$ cat src/rtl/dc_miss_handler_pkg.sv
// Shared dcache miss-path definitions: geometry constants and handler state encoding.
package dc_miss_handler_pkg;

   localparam int DC_TAG_W  = 6;
   localparam int DC_IDX_W  = 5;
   localparam int DC_BUS_W  = 32;
   localparam int DC_BEATS  = 4;
   localparam int DC_OFF_W  = 4;
   localparam int DC_CNT_W  = $clog2(DC_BEATS);
   localparam int DC_LINE_W = DC_BEATS * DC_BUS_W;

   typedef enum logic [2:0] {
      ST_IDLE = 3'd0,
      ST_WB   = 3'd1,
      ST_RD   = 3'd2,
      ST_FILL = 3'd3,
      ST_DONE = 3'd4
   } state_t;

endpackage

$ cat src/rtl/dc_fill_buffer.sv
// Line assembly buffer: one BUS_W register per beat, beat-select write, parallel line read.
module dc_fill_buffer
   import dc_miss_handler_pkg::*;
#(
   parameter int BUS_W = DC_BUS_W,
   parameter int BEATS = DC_BEATS,
   parameter int CNT_W = DC_CNT_W
) (
   input  logic                   clk,
   input  logic                   clr,
   input  logic                   we,
   input  logic [CNT_W-1:0]       sel,
   input  logic [BUS_W-1:0]       wdata,
   output logic [BEATS*BUS_W-1:0] line
);

   logic [BUS_W-1:0] beat_r [BEATS];

   // Beat storage with synchronous clear
   always_ff @(posedge clk) begin
      if (clr) begin
         for (int i = 0; i < BEATS; i++) begin
            beat_r[i] <= '0;
         end
      end else if (we) begin
         beat_r[sel] <= wdata;
      end
   end

   // Flatten beats into the line, beat 0 in the low word
   always_comb begin
      line = '0;
      for (int i = 0; i < BEATS; i++) begin
         line[i*BUS_W +: BUS_W] = beat_r[i];
      end
   end

endmodule

$ cat src/rtl/dc_miss_handler.sv
// Dcache miss responder: writes back a dirty victim, fetches the missing line beat by beat,
// then issues a single fill strobe to the data/tag arrays.
module dc_miss_handler
   import dc_miss_handler_pkg::*;
#(
   parameter int TAG_W = DC_TAG_W,
   parameter int IDX_W = DC_IDX_W,
   parameter int BUS_W = DC_BUS_W,
   parameter int BEATS = DC_BEATS
) (
   input  logic                     clk,
   input  logic                     rst,
   input  logic                     dc_miss,
   input  logic                     dc_evict,
   input  logic [IDX_W-1:0]         miss_idx,
   input  logic [TAG_W-1:0]         phy_tag,
   input  logic [TAG_W-1:0]         ts_tag,
   input  logic [BEATS*BUS_W-1:0]   victim_data,
   output logic                     dc_miss_ack,
   output logic                     mem_req,
   output logic                     mem_we,
   output logic [TAG_W+IDX_W+3:0]   mem_addr,
   output logic [BUS_W-1:0]         mem_wdata,
   input  logic [BUS_W-1:0]         mem_rdata,
   input  logic                     mem_ack,
   output logic                     fill_we,
   output logic [IDX_W-1:0]         fill_idx,
   output logic [TAG_W-1:0]         fill_tag,
   output logic [BEATS*BUS_W-1:0]   fill_data
);

   localparam int CNT_W = $clog2(BEATS);

   state_t                   state_r;
   state_t                   state_s;
   logic [CNT_W-1:0]         cnt_r;
   logic [IDX_W-1:0]         idx_r;
   logic [TAG_W-1:0]         tag_r;
   logic [TAG_W-1:0]         ts_tag_r;
   logic [BEATS*BUS_W-1:0]   victim_r;
   logic [BEATS*BUS_W-1:0]   line_s;
   logic                     accept_s;
   logic                     beat_done_s;
   logic                     last_s;

   assign accept_s    = (state_r == ST_IDLE) && dc_miss;
   assign beat_done_s = mem_ack && ((state_r == ST_WB) || (state_r == ST_RD));
   assign last_s      = (cnt_r == CNT_W'(BEATS - 1));

   // State register
   always_ff @(posedge clk) begin
      if (rst) begin
         state_r <= ST_IDLE;
      end else begin
         state_r <= state_s;
      end
   end

   // Request capture at accept; beat counter advances only on a completed beat
   always_ff @(posedge clk) begin
      if (rst) begin
         cnt_r    <= '0;
         idx_r    <= '0;
         tag_r    <= '0;
         ts_tag_r <= '0;
         victim_r <= '0;
      end else if (accept_s) begin
         cnt_r    <= '0;
         idx_r    <= miss_idx;
         tag_r    <= phy_tag;
         ts_tag_r <= ts_tag;
         victim_r <= victim_data;
      end else if (beat_done_s) begin
         cnt_r    <= last_s ? '0 : cnt_r + CNT_W'(1);
      end
   end

   dc_fill_buffer #(
      .BUS_W (BUS_W),
      .BEATS (BEATS),
      .CNT_W (CNT_W)
   ) u_fill_buffer (
      .clk   (clk),
      .clr   (rst || accept_s),
      .we    (mem_ack && (state_r == ST_RD)),
      .sel   (cnt_r),
      .wdata (mem_rdata),
      .line  (line_s)
   );

   // Next state and Moore output decode; buses are zero outside the states that own them
   always_comb begin
      state_s     = state_r;
      dc_miss_ack = 1'b0;
      mem_req     = 1'b0;
      mem_we      = 1'b0;
      mem_addr    = '0;
      mem_wdata   = '0;
      fill_we     = 1'b0;
      fill_idx    = '0;
      fill_tag    = '0;
      fill_data   = '0;
      case (state_r)
         ST_IDLE: begin
            if (dc_miss) begin
               state_s = dc_evict ? ST_WB : ST_RD;
            end else begin
               state_s = ST_IDLE;
            end
         end
         ST_WB: begin
            dc_miss_ack = 1'b1;
            mem_req     = 1'b1;
            mem_we      = 1'b1;
            mem_addr    = {ts_tag_r, idx_r, cnt_r, 2'b00};
            mem_wdata   = victim_r[cnt_r*BUS_W +: BUS_W];
            if (mem_ack && last_s) begin
               state_s = ST_RD;
            end else begin
               state_s = ST_WB;
            end
         end
         ST_RD: begin
            dc_miss_ack = 1'b1;
            mem_req     = 1'b1;
            mem_addr    = {tag_r, idx_r, cnt_r, 2'b00};
            if (mem_ack && last_s) begin
               state_s = ST_FILL;
            end else begin
               state_s = ST_RD;
            end
         end
         ST_FILL: begin
            dc_miss_ack = 1'b1;
            fill_we     = 1'b1;
            fill_idx    = idx_r;
            fill_tag    = tag_r;
            fill_data   = line_s;
            state_s     = ST_DONE;
         end
         ST_DONE: begin
            state_s = ST_IDLE;
         end
         default: begin
            state_s = ST_IDLE;
         end
      endcase
   end

endmodule
$ cat config.mk
export PLATFORM = sky130hd
export DESIGN_NAME = dc_miss_handler
export DESIGN_NICKNAME = d
export VERILOG_FILES = /design/src/rtl/dc_miss_handler_pkg.sv /design/src/rtl/dc_fill_buffer.sv /design/src/rtl/dc_miss_handler.sv
export SDC_FILE = /design/constraint.sdc
export NUM_CORES = 1
export LEC_CHECK = 0
export CAP_MARGIN = 10
export CORE_MARGIN = 1.5
export CORE_UTILIZATION = 47
export DETAILED_ROUTE_END_ITERATION = 10
export GPL_TIMING_DRIVEN = 1
export HOLD_SLACK_MARGIN = 0.06
export PLACE_DENSITY = 0.85
export SETUP_SLACK_MARGIN = 0.3
export SLEW_MARGIN = 20
export SYNTH_ARGS = -nofsm -noshare
export SYNTH_HDL_FRONTEND = slang
export SYNTH_SLANG_ARGS = --single-unit
$ cat constraint.sdc
create_clock -name clk -period 4.2 [get_ports clk]
set_clock_uncertainty 0.1 [all_clocks]
set_input_delay 0.42 -clock clk [delete_from_list [all_inputs] [get_ports clk]]
set_output_delay 0.42 -clock clk [all_outputs]
set_load 0.1 [all_outputs]
==> reports/results.ini <==
[synth]
async_flop_share = 0
ys_warn_count = 0
syn_area_sq_um = 12200
synth_largest_area_cell = edfxtp_1
synthFlopType = dfxtp_1
synth_cell_type_count = 36
synth_edf_count = 128
synth.area.top_cells = edfxtp_1 (31%), dfxtp_1 (25%), and2_1 (16%)
synth_top_area_frac = 0.314
synth_seq_cells = 278
synth.avg_cell_area_sq_um = 10.3
synth.yosys.seq_area_share = 0.560
netlist_instances = 1191

[worst_setup_path]
crit_type = reg2out
arrival_ns = 3.07
crit_chain = xnor2_1, nor2_1, and2_1, clkdlybuf4s50_1
crit_fanout = 11
crit_start = state_r[1]
start_kind = flip-flop
r2r_start = state_r[1]
cpMaxStageDelayCell = clkdlybuf4s50_1
cp-end-kind = output pin
required_ns = 3.68
cpPeakStageDelay_ns = 1.13

[floorplan]
rows = 58
ios = 372
die-area_sq_um = 27000
die_y_um = 164
dieWidth_um = 164
initial_core_util = 0.483
coreArea_sq_um = 25300

[finish]
drive_above_1_share = 0.184
final_common_cell = and2_1
syn_to_final_growth_pct = 34.1
final_cell_mix = and2_1 (305), nand2_1 (291), buf_4 (193)
layout.nets = 1695

[detailed_routing]
vias_per_cell = 5.10
wl_met1_mm = 12.1
antenna_left = 0
dr_wl_met3_mm = 3.24
highest_layer = met5
drtPass1Iterations = 5
dr_wl_met2_mm = 16.0
wl_per_cell_um = 17.3
vias = 9505
drcViolationCount = 0
drtIter0Drc = 682
drt-total-wl_mm = 32.2

[clock_tree]
h-tree-depth = 1
clk_pin_slew_ns = 0.06
hold_buffers = 0
worstSkewPairLatency_ns = 0.53
cts_buffers = 28
cts-root-buf = clkbuf_16
cts.sinks = 278
clockBufferDepth = 3
cts.repair.resized = 0
cts_setup_buffers = 0
cts_tree = yes

[power]
power_mw = 6.44
p_leak_nw = 6.58
peakVddDrop_mv = 0.280
powerDensity_nw_per_um2 = 393

[timing]
slew_headroom = 0.302
setup_ws_ns = 0.610
setup_tns_ns = 0
hold_viol = 0
setup_violations = 0
drv_slew = 0
final.period_utilization = 0.855
period_needed_ns = 3.59
worstMarginPinSlew_ns = 1.05
fmax_mhz = 279
rsz0062_at_grt = no

[placed_design]
dp_hpwl_mm = 22.0
portBuffers = 369
place_congestion = 0.806
place_ws_ns = 1.19

[grt]
gr-total-overflow = 0
grt_max_degree = 146
grt_antenna_before_repair = 3
grt_pass1_vias = 9230
grt_first_pass_wirelength_mm = 48.9
grt_use_total = 0.233

[outcome]
status = finished, final reports clean

[flow_run]
maxCapViolations = 0

[min_path]
worstHoldStart = rst
hold_path.class = in2reg

[cells in the mapped netlist (3+ instances only)]
| master | count |
|---|---|
| a21oi_1 | 147 |
| a22o_1 | 6 |
| and2_1 | 305 |
| buf_2 | 31 |
| buf_4 | 4 |
| buf_6 | 19 |
| clkbuf_1 | 40 |
| dfxtp_1 | 150 |
| edfxtp_1 | 128 |
| mux4_2 | 32 |
| nand2_1 | 291 |
| nand2b_1 | 6 |
| nor2_1 | 3 |
| o21ai_0 | 3 |
[worst max-delay path, delay by kind of cell (launching register included)]
kind	cells	cell delay, ns
XOR/XNOR	1	0.22
buffers and inverters	1	1.13
flip-flops	1	0.57
AND/OR/NAND/NOR	2	0.62
[through the flow]
| stage | cells | hold slack, ns | utilization | instance area (sq um) |
|---|---|---|---|---|
| floorplan | 1192 | 0.333 | - | 12200 |
| global placement | 1811 | 0.338 | 0.611 | 15500 |
| detailed placement | 1811 | 0.343 | 0.611 | 15500 |
| CTS | 1862 | 0.206 | 0.646 | 16400 |
| global route | 1865 | 0.224 | 0.647 | 16400 |
| finish | 1865 | 0.217 | 0.647 | 16400 |
[report_power, final]
| group | internal, mW | switching [mW] |
|---|---|---|
| Clock | 1.38 | 1.00 |
| Sequential | 3.04 | 0.0849 |
| Combinational | 0.347 | 0.590 |
[sequential cells by signal, indices dropped and copies added (netlist names)]
name / count
ts_tag_r: 6
victim_r: 128
u_fill_buffer.beat_r: 128
idx_r: 5
state_r: 3
tag_r: 6
cnt_r: 2
[worst paths after layout]
kind | slack, ns | endpoint | cells after the start
worst max register to register | 1.32 | u_fill_buffer.beat_r[1][16] | 4
worst max-delay path | 0.61 | mem_addr[8] | 4
worst min-delay path | 0.22 | victim_r[15] | 2
worst min register to register | 0.35 | victim_r[93] | 2
[layout make-up]
type                       count  area [sq um]
antenna                        2          5.00
multi-input combinational    819          4860
clock inverter                14           114
tap                          330           413
timing repair buffer         384          3390
inverter                       1          3.75
clock buffer                  37           756
fill                        1983          8940
sequential                   278          6850
[layer usage]
layer | vias up | GRT usage
met3 | 68 | 0.0742
met4 | 2 | 0.0752
met1 | 4466 | 0.271
met2 | 384 | 0.407
li1 | 4585 | -
met5 | - | 0
[logic make-up (layout without fill, tap and decap cells)]
| family | after synthesis | count (layout) | share of synthesized area |
|---|---|---|---|
| other | 1 | 4 | 0.000307 |
| XOR/XNOR | 1 | 1 | 0.000717 |
| adder cells (fa/ha/maj) | 1 | 1 | 0.00102 |
| AND/OR/NAND/NOR | 623 | 623 | 0.265 |
| flip-flops | 278 | 278 | 0.560 |
| multiplexers | 33 | 33 | 0.0599 |
| AO/OA/AOI/OAI | 159 | 159 | 0.0676 |
| buffers and inverters | 95 | 436 | 0.0452 |
Note: power is estimated with default switching activity, not from simulation.
